### config.mk
export PLATFORM = sky130hd
export DESIGN_NAME = fifo_sync_flags
export DESIGN_NICKNAME = d
export VERILOG_FILES = /design/src/rtl/fifo_sync_flags.sv
export SDC_FILE = /design/constraint.sdc
export NUM_CORES = 1
export LEC_CHECK = 0
export ABC_AREA = 0
export BUFFER_PORTS_ARGS = -buffer_cell sky130_fd_sc_hd__buf_4
export CAP_MARGIN = 15
export CORE_UTILIZATION = 40
export DETAILED_ROUTE_END_ITERATION = 7
export PLACE_DENSITY = 0.57
export SLEW_MARGIN = 25
export SYNTH_ARGS = -nofsm -noshare
export SYNTH_HDL_FRONTEND = slang
export SYNTH_SLANG_ARGS = --single-unit
### constraint.sdc
create_clock -name clk -period 5.3 [get_ports clk]
set_input_delay 1.06 -clock clk [delete_from_list [all_inputs] [get_ports clk]]
set_output_delay 1.06 -clock clk [all_outputs]
set_load 0.005 [all_outputs]
### src/rtl/fifo_sync_flags.sv
// rtl/fifo_sync_flags.sv - single-clock FIFO, any depth, occupancy count, almost flags, optional FWFT read
// Optional sticky overflow/underflow ports: define FIFO_SYNC_ERR_EN.
module fifo_sync_flags #(
    parameter int DW        = 8,
    parameter int DEPTH     = 16,
    parameter int AFULL_TH  = DEPTH - 2,
    parameter int AEMPTY_TH = 2,
    parameter int FWFT      = 0,
    localparam int AW       = $clog2(DEPTH),
    localparam int CW       = $clog2(DEPTH + 1)
) (
    input  logic          clk,
    input  logic          rst,
    input  logic          w_en,
    input  logic [DW-1:0] w_data,
    output logic          full,
    output logic          afull,
    input  logic          r_en,
    output logic [DW-1:0] r_data,
    output logic          empty,
    output logic          aempty,
    output logic [CW-1:0] count
`ifdef FIFO_SYNC_ERR_EN
    ,
    output logic          ovf,
    output logic          udf
`endif
);

    logic [DW-1:0] mem [DEPTH];
    logic [AW-1:0] w_ptr;
    logic [AW-1:0] r_ptr;
    logic          w_acc;
    logic          r_acc;
    logic [CW-1:0] count_next;

    assign w_acc = w_en & ~full;
    assign r_acc = r_en & ~empty;

    always_comb begin
        count_next = count;
        if (w_acc && !r_acc) begin
            count_next = count + CW'(1);
        end else if (r_acc && !w_acc) begin
            count_next = count - CW'(1);
        end
    end

    // Pointers wrap at DEPTH-1 explicitly so non-power-of-2 depths use every entry.
    always_ff @(posedge clk) begin
        if (rst) begin
            w_ptr  <= '0;
            r_ptr  <= '0;
            count  <= '0;
            full   <= 1'b0;
            afull  <= 1'b0;
            empty  <= 1'b1;
            aempty <= 1'b1;
        end else begin
            if (w_acc) begin
                w_ptr <= (w_ptr == AW'(DEPTH - 1)) ? '0 : w_ptr + AW'(1);
            end
            if (r_acc) begin
                r_ptr <= (r_ptr == AW'(DEPTH - 1)) ? '0 : r_ptr + AW'(1);
            end
            count  <= count_next;
            full   <= (count_next == CW'(DEPTH));
            afull  <= (count_next >= CW'(AFULL_TH));
            empty  <= (count_next == '0);
            aempty <= (count_next <= CW'(AEMPTY_TH));
        end
    end

    always_ff @(posedge clk) begin
        if (!rst && w_acc) begin
            mem[w_ptr] <= w_data;
        end
    end

    generate
        if (FWFT != 0) begin : g_fwft
            // Head word shown directly; zero while nothing valid so stale storage never leaks.
            assign r_data = empty ? '0 : mem[r_ptr];
        end else begin : g_std
            logic [DW-1:0] r_data_q;
            always_ff @(posedge clk) begin
                if (rst) begin
                    r_data_q <= '0;
                end else if (r_acc) begin
                    r_data_q <= mem[r_ptr];
                end
            end
            assign r_data = r_data_q;
        end
    endgenerate

`ifdef FIFO_SYNC_ERR_EN
    always_ff @(posedge clk) begin
        if (rst) begin
            ovf <= 1'b0;
            udf <= 1'b0;
        end else begin
            if (w_en && full) begin
                ovf <= 1'b1;
            end
            if (r_en && empty) begin
                udf <= 1'b1;
            end
        end
    end
`endif

endmodule

==> impl_metrics.prom <==
# TYPE chip_impl_metric gauge
chip_impl_metric{name="skew",unit="ns"} 0.00880
chip_impl_metric{name="place.gp.congestion",unit=""} 0.838
chip_impl_metric{name="synth.distinct_cells",unit=""} 42
chip_impl_metric{name="numCtsBuffers",unit=""} 17
chip_impl_info{name="cts.root.buffer_cell",value="sky130_fd_sc_hd__clkbuf_16"} 1
chip_impl_metric{name="floorplan.die.width",unit="um"} 126
chip_impl_metric{name="final.fill_count",unit=""} 1253
chip_impl_metric{name="fin_util",unit="%"} 46.7
chip_impl_metric{name="buffers_added_on_ports",unit=""} 28
chip_impl_metric{name="hold_buffers",unit=""} 0
chip_impl_metric{name="post_route_cells_drive_above_1_share",unit="%"} 21.1
chip_impl_metric{name="global_route.overflow_total",unit=""} 0
chip_impl_metric{name="static-leakage-power",unit="uW"} 0.00235
chip_impl_metric{name="synth_xor_area_share",unit="%"} 0.831
chip_impl_info{name="layout_commonest_cell",value="sky130_fd_sc_hd__edfxtp_1"} 1
chip_impl_metric{name="postSynthAreaPerCell",unit="sq um"} 17.4
chip_impl_metric{name="postRouteWirelength",unit="mm"} 12.2
chip_impl_metric{name="power.density",unit="nW/um^2"} 388
chip_impl_metric{name="regArea",unit="sq um"} 4350
chip_impl_metric{name="synthMuxAreaShare",unit="%"} 12.7
chip_impl_metric{name="report.final.setup_viol",unit=""} 0
chip_impl_info{name="violations_in_the_final_reports",value="DRC"} 1
chip_impl_metric{name="max_cap_viol_count",unit=""} 0
chip_impl_metric{name="timing.reg2reg.setup_slack",unit="ns"} 2.73
chip_impl_metric{name="tightest_slew",unit="ns"} 0.893
chip_impl_metric{name="worst-path-max-fanout",unit=""} 24
chip_impl_metric{name="clk_pin_slew_worst_paths",unit="ns"} 0.06
chip_impl_metric{name="syn_inst",unit=""} 355
chip_impl_info{name="critical_path.startpoint_type",value="primary input"} 1
chip_impl_metric{name="placementRows",unit=""} 45
chip_impl_metric{name="synth-adder-area-share",unit="%"} 1.42
chip_impl_metric{name="min_period",unit="ns"} 2.61
chip_impl_metric{name="final-instance-count-excl-fill",unit=""} 586
chip_impl_metric{name="setup_total_negative_slack",unit="ns"} 0
chip_impl_metric{name="drt-pass1-iter-count",unit=""} 7
chip_impl_metric{name="ir_worst_vdd",unit="mV"} 0.227
chip_impl_metric{name="hold_viol",unit=""} 0
chip_impl_metric{name="seq_total_area_yosys",unit="%"} 70.4
chip_impl_metric{name="placedCellCount",unit=""} 554
chip_impl_info{name="critical_path_class",value="primary input to flop"} 1
chip_impl_metric{name="cts_num_sinks",unit=""} 153
chip_impl_metric{name="multi_input_comb_area",unit="sq um"} 1690
chip_impl_metric{name="viasPerCell",unit=""} 5.41
chip_impl_metric{name="avgRoutedWirePerCell",unit="um"} 20.8
chip_impl_info{name="hold_class",value="flop to flop"} 1
chip_impl_metric{name="floorplan.core_area",unit="sq um"} 15100
chip_impl_metric{name="post_cts_buffers",unit=""} 0
chip_impl_metric{name="post_cts_gate_resize_count",unit=""} 0
chip_impl_metric{name="grt_pass1_vias",unit=""} 3162
chip_impl_metric{name="finish.net_count",unit=""} 404
chip_impl_metric{name="syn-cell-area",unit="sq um"} 6170
chip_impl_metric{name="ctsLongestPathBuffers",unit=""} 2
chip_impl_metric{name="io_pins",unit=""} 29
chip_impl_metric{name="floorplan.initialDensity",unit="%"} 40.7
chip_impl_metric{name="cp.required",unit="ns"} 5.64
chip_impl_info{name="cts_tree",value="done"} 1
chip_impl_metric{name="die_footprint",unit="sq um"} 15900
chip_impl_metric{name="cp.arrival",unit="ns"} 2.95
chip_impl_metric{name="global_route_wire_length_before_repair",unit="mm"} 18.8
chip_impl_metric{name="syn-num-nets",unit=""} 374
chip_impl_metric{name="route.detailed.drc",unit=""} 2
chip_impl_metric{name="simple_gate_area_share_of_the_yosys_netlist",unit="%"} 6.35
chip_impl_metric{name="cts_max_level",unit=""} 4
chip_impl_info{name="run_status",value="complete, but fails checks"} 1
chip_impl_metric{name="layout_worst_path_cycle_share",unit="%"} 49.3
chip_impl_metric{name="place.detailed.hpwl",unit="mm"} 7.80
chip_impl_metric{name="detailroute.via_count",unit=""} 3168
chip_impl_metric{name="synth-compound-area-share",unit="%"} 6.08
chip_impl_info{name="synth_top_family_by_area",value="multiplexers"} 1
chip_impl_metric{name="number_of_antenna_violations_at_the_first_check_in_global_routing",unit=""} 0
chip_impl_metric{name="layout-area-overhead-vs-synth",unit="%"} 14.6
chip_impl_metric{name="initial_drc_count",unit=""} 278
chip_impl_metric{name="route.antenna.remaining_nets",unit=""} 0
chip_impl_metric{name="fmax",unit="MHz"} 383
chip_impl_info{name="rsz0062_at_grt",value="false"} 1
chip_impl_metric{name="max-slew-margin-rel",unit="%"} 40.5
chip_impl_metric{name="worstSkewPairLatency",unit="ns"} 0.42
chip_impl_metric{name="antenna_cells_inserted",unit=""} 0
chip_impl_info{name="layout.cells.most_common_list",value="128 x sky130_fd_sc_hd__edfxtp_1, 31 x sky130_fd_sc_hd__buf_4, 26 x sky130_fd_sc_hd__a21oi_1, 24 x sky130_fd_sc_hd__dfxtp_1, 20 x sky130_fd_sc_hd__nor2_1"} 1
chip_impl_metric{name="finalMaxSlewViolations",unit=""} 0
chip_impl_metric{name="ys.warnings.count",unit=""} 0
chip_impl_metric{name="ys_seq_elements",unit=""} 153
chip_impl_info{name="timing.critical_path.to_type",value="flop"} 1
chip_impl_metric{name="grt_start_max_net_pins",unit=""} 37
chip_impl_metric{name="globalRouteTotalUtil",unit="%"} 16.7
chip_impl_metric{name="fp.dieH",unit="um"} 126
## cell families (layout without fill, tap and decap cells)
family,after synthesis,in the layout
flops,153,153
simple gates,74,74
mux,32,32
fa+ha+maj,7,7
xor+xnor,5,5
compound gates,57,57
buf+inv,27,70
## stage by stage
stage,hold WS [ns],worst slack [ns],cell area [sq um],power (uW)
finish,0.494,2.69,7070,2740
global route,0.525,2.55,7070,2840
CTS,0.496,2.71,7070,2770
detailed placement,0.479,2.27,6530,1680
global placement,0.474,2.43,6530,1670
floorplan,0.479,2.92,6170,1580
## state kept, by name, summed over array words and instances (netlist names)
signal and cells:
aempty 1, afull 1, count 5, empty 1
full 1, mem 128, r_data 8, r_ptr 4
w_ptr 4
## metal layers
layer | share of wire, % | up-vias | GRT usage [%]
li1 | - | 1485 | -
met1 | 46 | 1590 | 23.2
met2 | 48 | 88 | 25.7
met3 | 5.4 | 5 | 3.36
met4 | 0.28 | 0 | 7.02
met5 | 0 | - | 0
## worst max-delay path, stage by stage
cell and delay, ns:
sky130_fd_sc_hd__buf_4 0.11, sky130_fd_sc_hd__nand2b_1 0.62, sky130_fd_sc_hd__nand2_1 0.29, sky130_fd_sc_hd__o32ai_2 0.35, sky130_fd_sc_hd__xnor2_1 0.25, sky130_fd_sc_hd__nor4b_2 0.26
## path summary, 6_finish.rpt
path | startpoint | end | depth (start not counted)
max | r_en | full | 6
min | r_data[6] | r_data[6] | 2
max reg2reg | r_ptr[0] | r_data[4] | 6
min reg2reg | r_data[6] | r_data[6] | 2
## power breakdown
group          internal (uW)  switching, uW
Sequential              1330           30.9
Clock                    606            490
Combinational            132            151
Total                   2070            672
## cells in the mapped netlist
master	n	area (sq um)
sky130_fd_sc_hd__edfxtp_1	128	3840
sky130_fd_sc_hd__a21oi_1	26	130
sky130_fd_sc_hd__dfxtp_1	25	500
sky130_fd_sc_hd__nor2_1	20	75.1
sky130_fd_sc_hd__a22oi_1	16	120
sky130_fd_sc_hd__mux4_1	16	420
sky130_fd_sc_hd__mux4_2	16	360
sky130_fd_sc_hd__nand2_1	15	56.3
sky130_fd_sc_hd__and2_1	12	75.1
sky130_fd_sc_hd__ha_1	7	87.6
sky130_fd_sc_hd__inv_1	7	26.3
sky130_fd_sc_hd__buf_2	6	30.0
sky130_fd_sc_hd__clkbuf_1	6	22.5
sky130_fd_sc_hd__a211oi_1	4	30.0
sky130_fd_sc_hd__and3_1	4	25.0
sky130_fd_sc_hd__buf_1	4	15.0
sky130_fd_sc_hd__nor2b_1	4	25.0
sky130_fd_sc_hd__nand3_1	3	15.0
sky130_fd_sc_hd__nor3_1	3	15.0
sky130_fd_sc_hd__o21ai_0	3	15.0
sky130_fd_sc_hd__a41o_1	2	20.0
sky130_fd_sc_hd__and4_1	2	17.5
sky130_fd_sc_hd__buf_6	2	22.5
sky130_fd_sc_hd__nand2b_1	2	12.5
sky130_fd_sc_hd__or3_1	2	12.5
sky130_fd_sc_hd__or4_1	2	15.0
sky130_fd_sc_hd__xnor2_1	2	17.5
sky130_fd_sc_hd__xor2_1	2	17.5
sky130_fd_sc_hd__a311oi_1	1	8.76
sky130_fd_sc_hd__buf_4	1	7.51
sky130_fd_sc_hd__buf_8	1	15.0
sky130_fd_sc_hd__nand4_1	1	6.26
sky130_fd_sc_hd__nor3b_1	1	7.51
sky130_fd_sc_hd__nor4_1	1	6.26
sky130_fd_sc_hd__nor4_2	1	12.5
sky130_fd_sc_hd__nor4b_2	1	15.0
sky130_fd_sc_hd__o211a_1	1	10.0
sky130_fd_sc_hd__o211ai_1	1	7.51
sky130_fd_sc_hd__o2bb2ai_1	1	8.76
sky130_fd_sc_hd__o32ai_1	1	8.76
sky130_fd_sc_hd__o32ai_2	1	16.3
sky130_fd_sc_hd__xnor2_2	1	16.3
## area by class of cell
type	count	area share, %
multi-input combinational	175	23.9
inverter	7	0.372
timing repair buffer	31	3.29
clock buffer	17	6.02
sequential	153	61.5
tap	188	3.33
clock inverter	15	1.68
No activity file was read; power rests on OpenSTA's default activity.
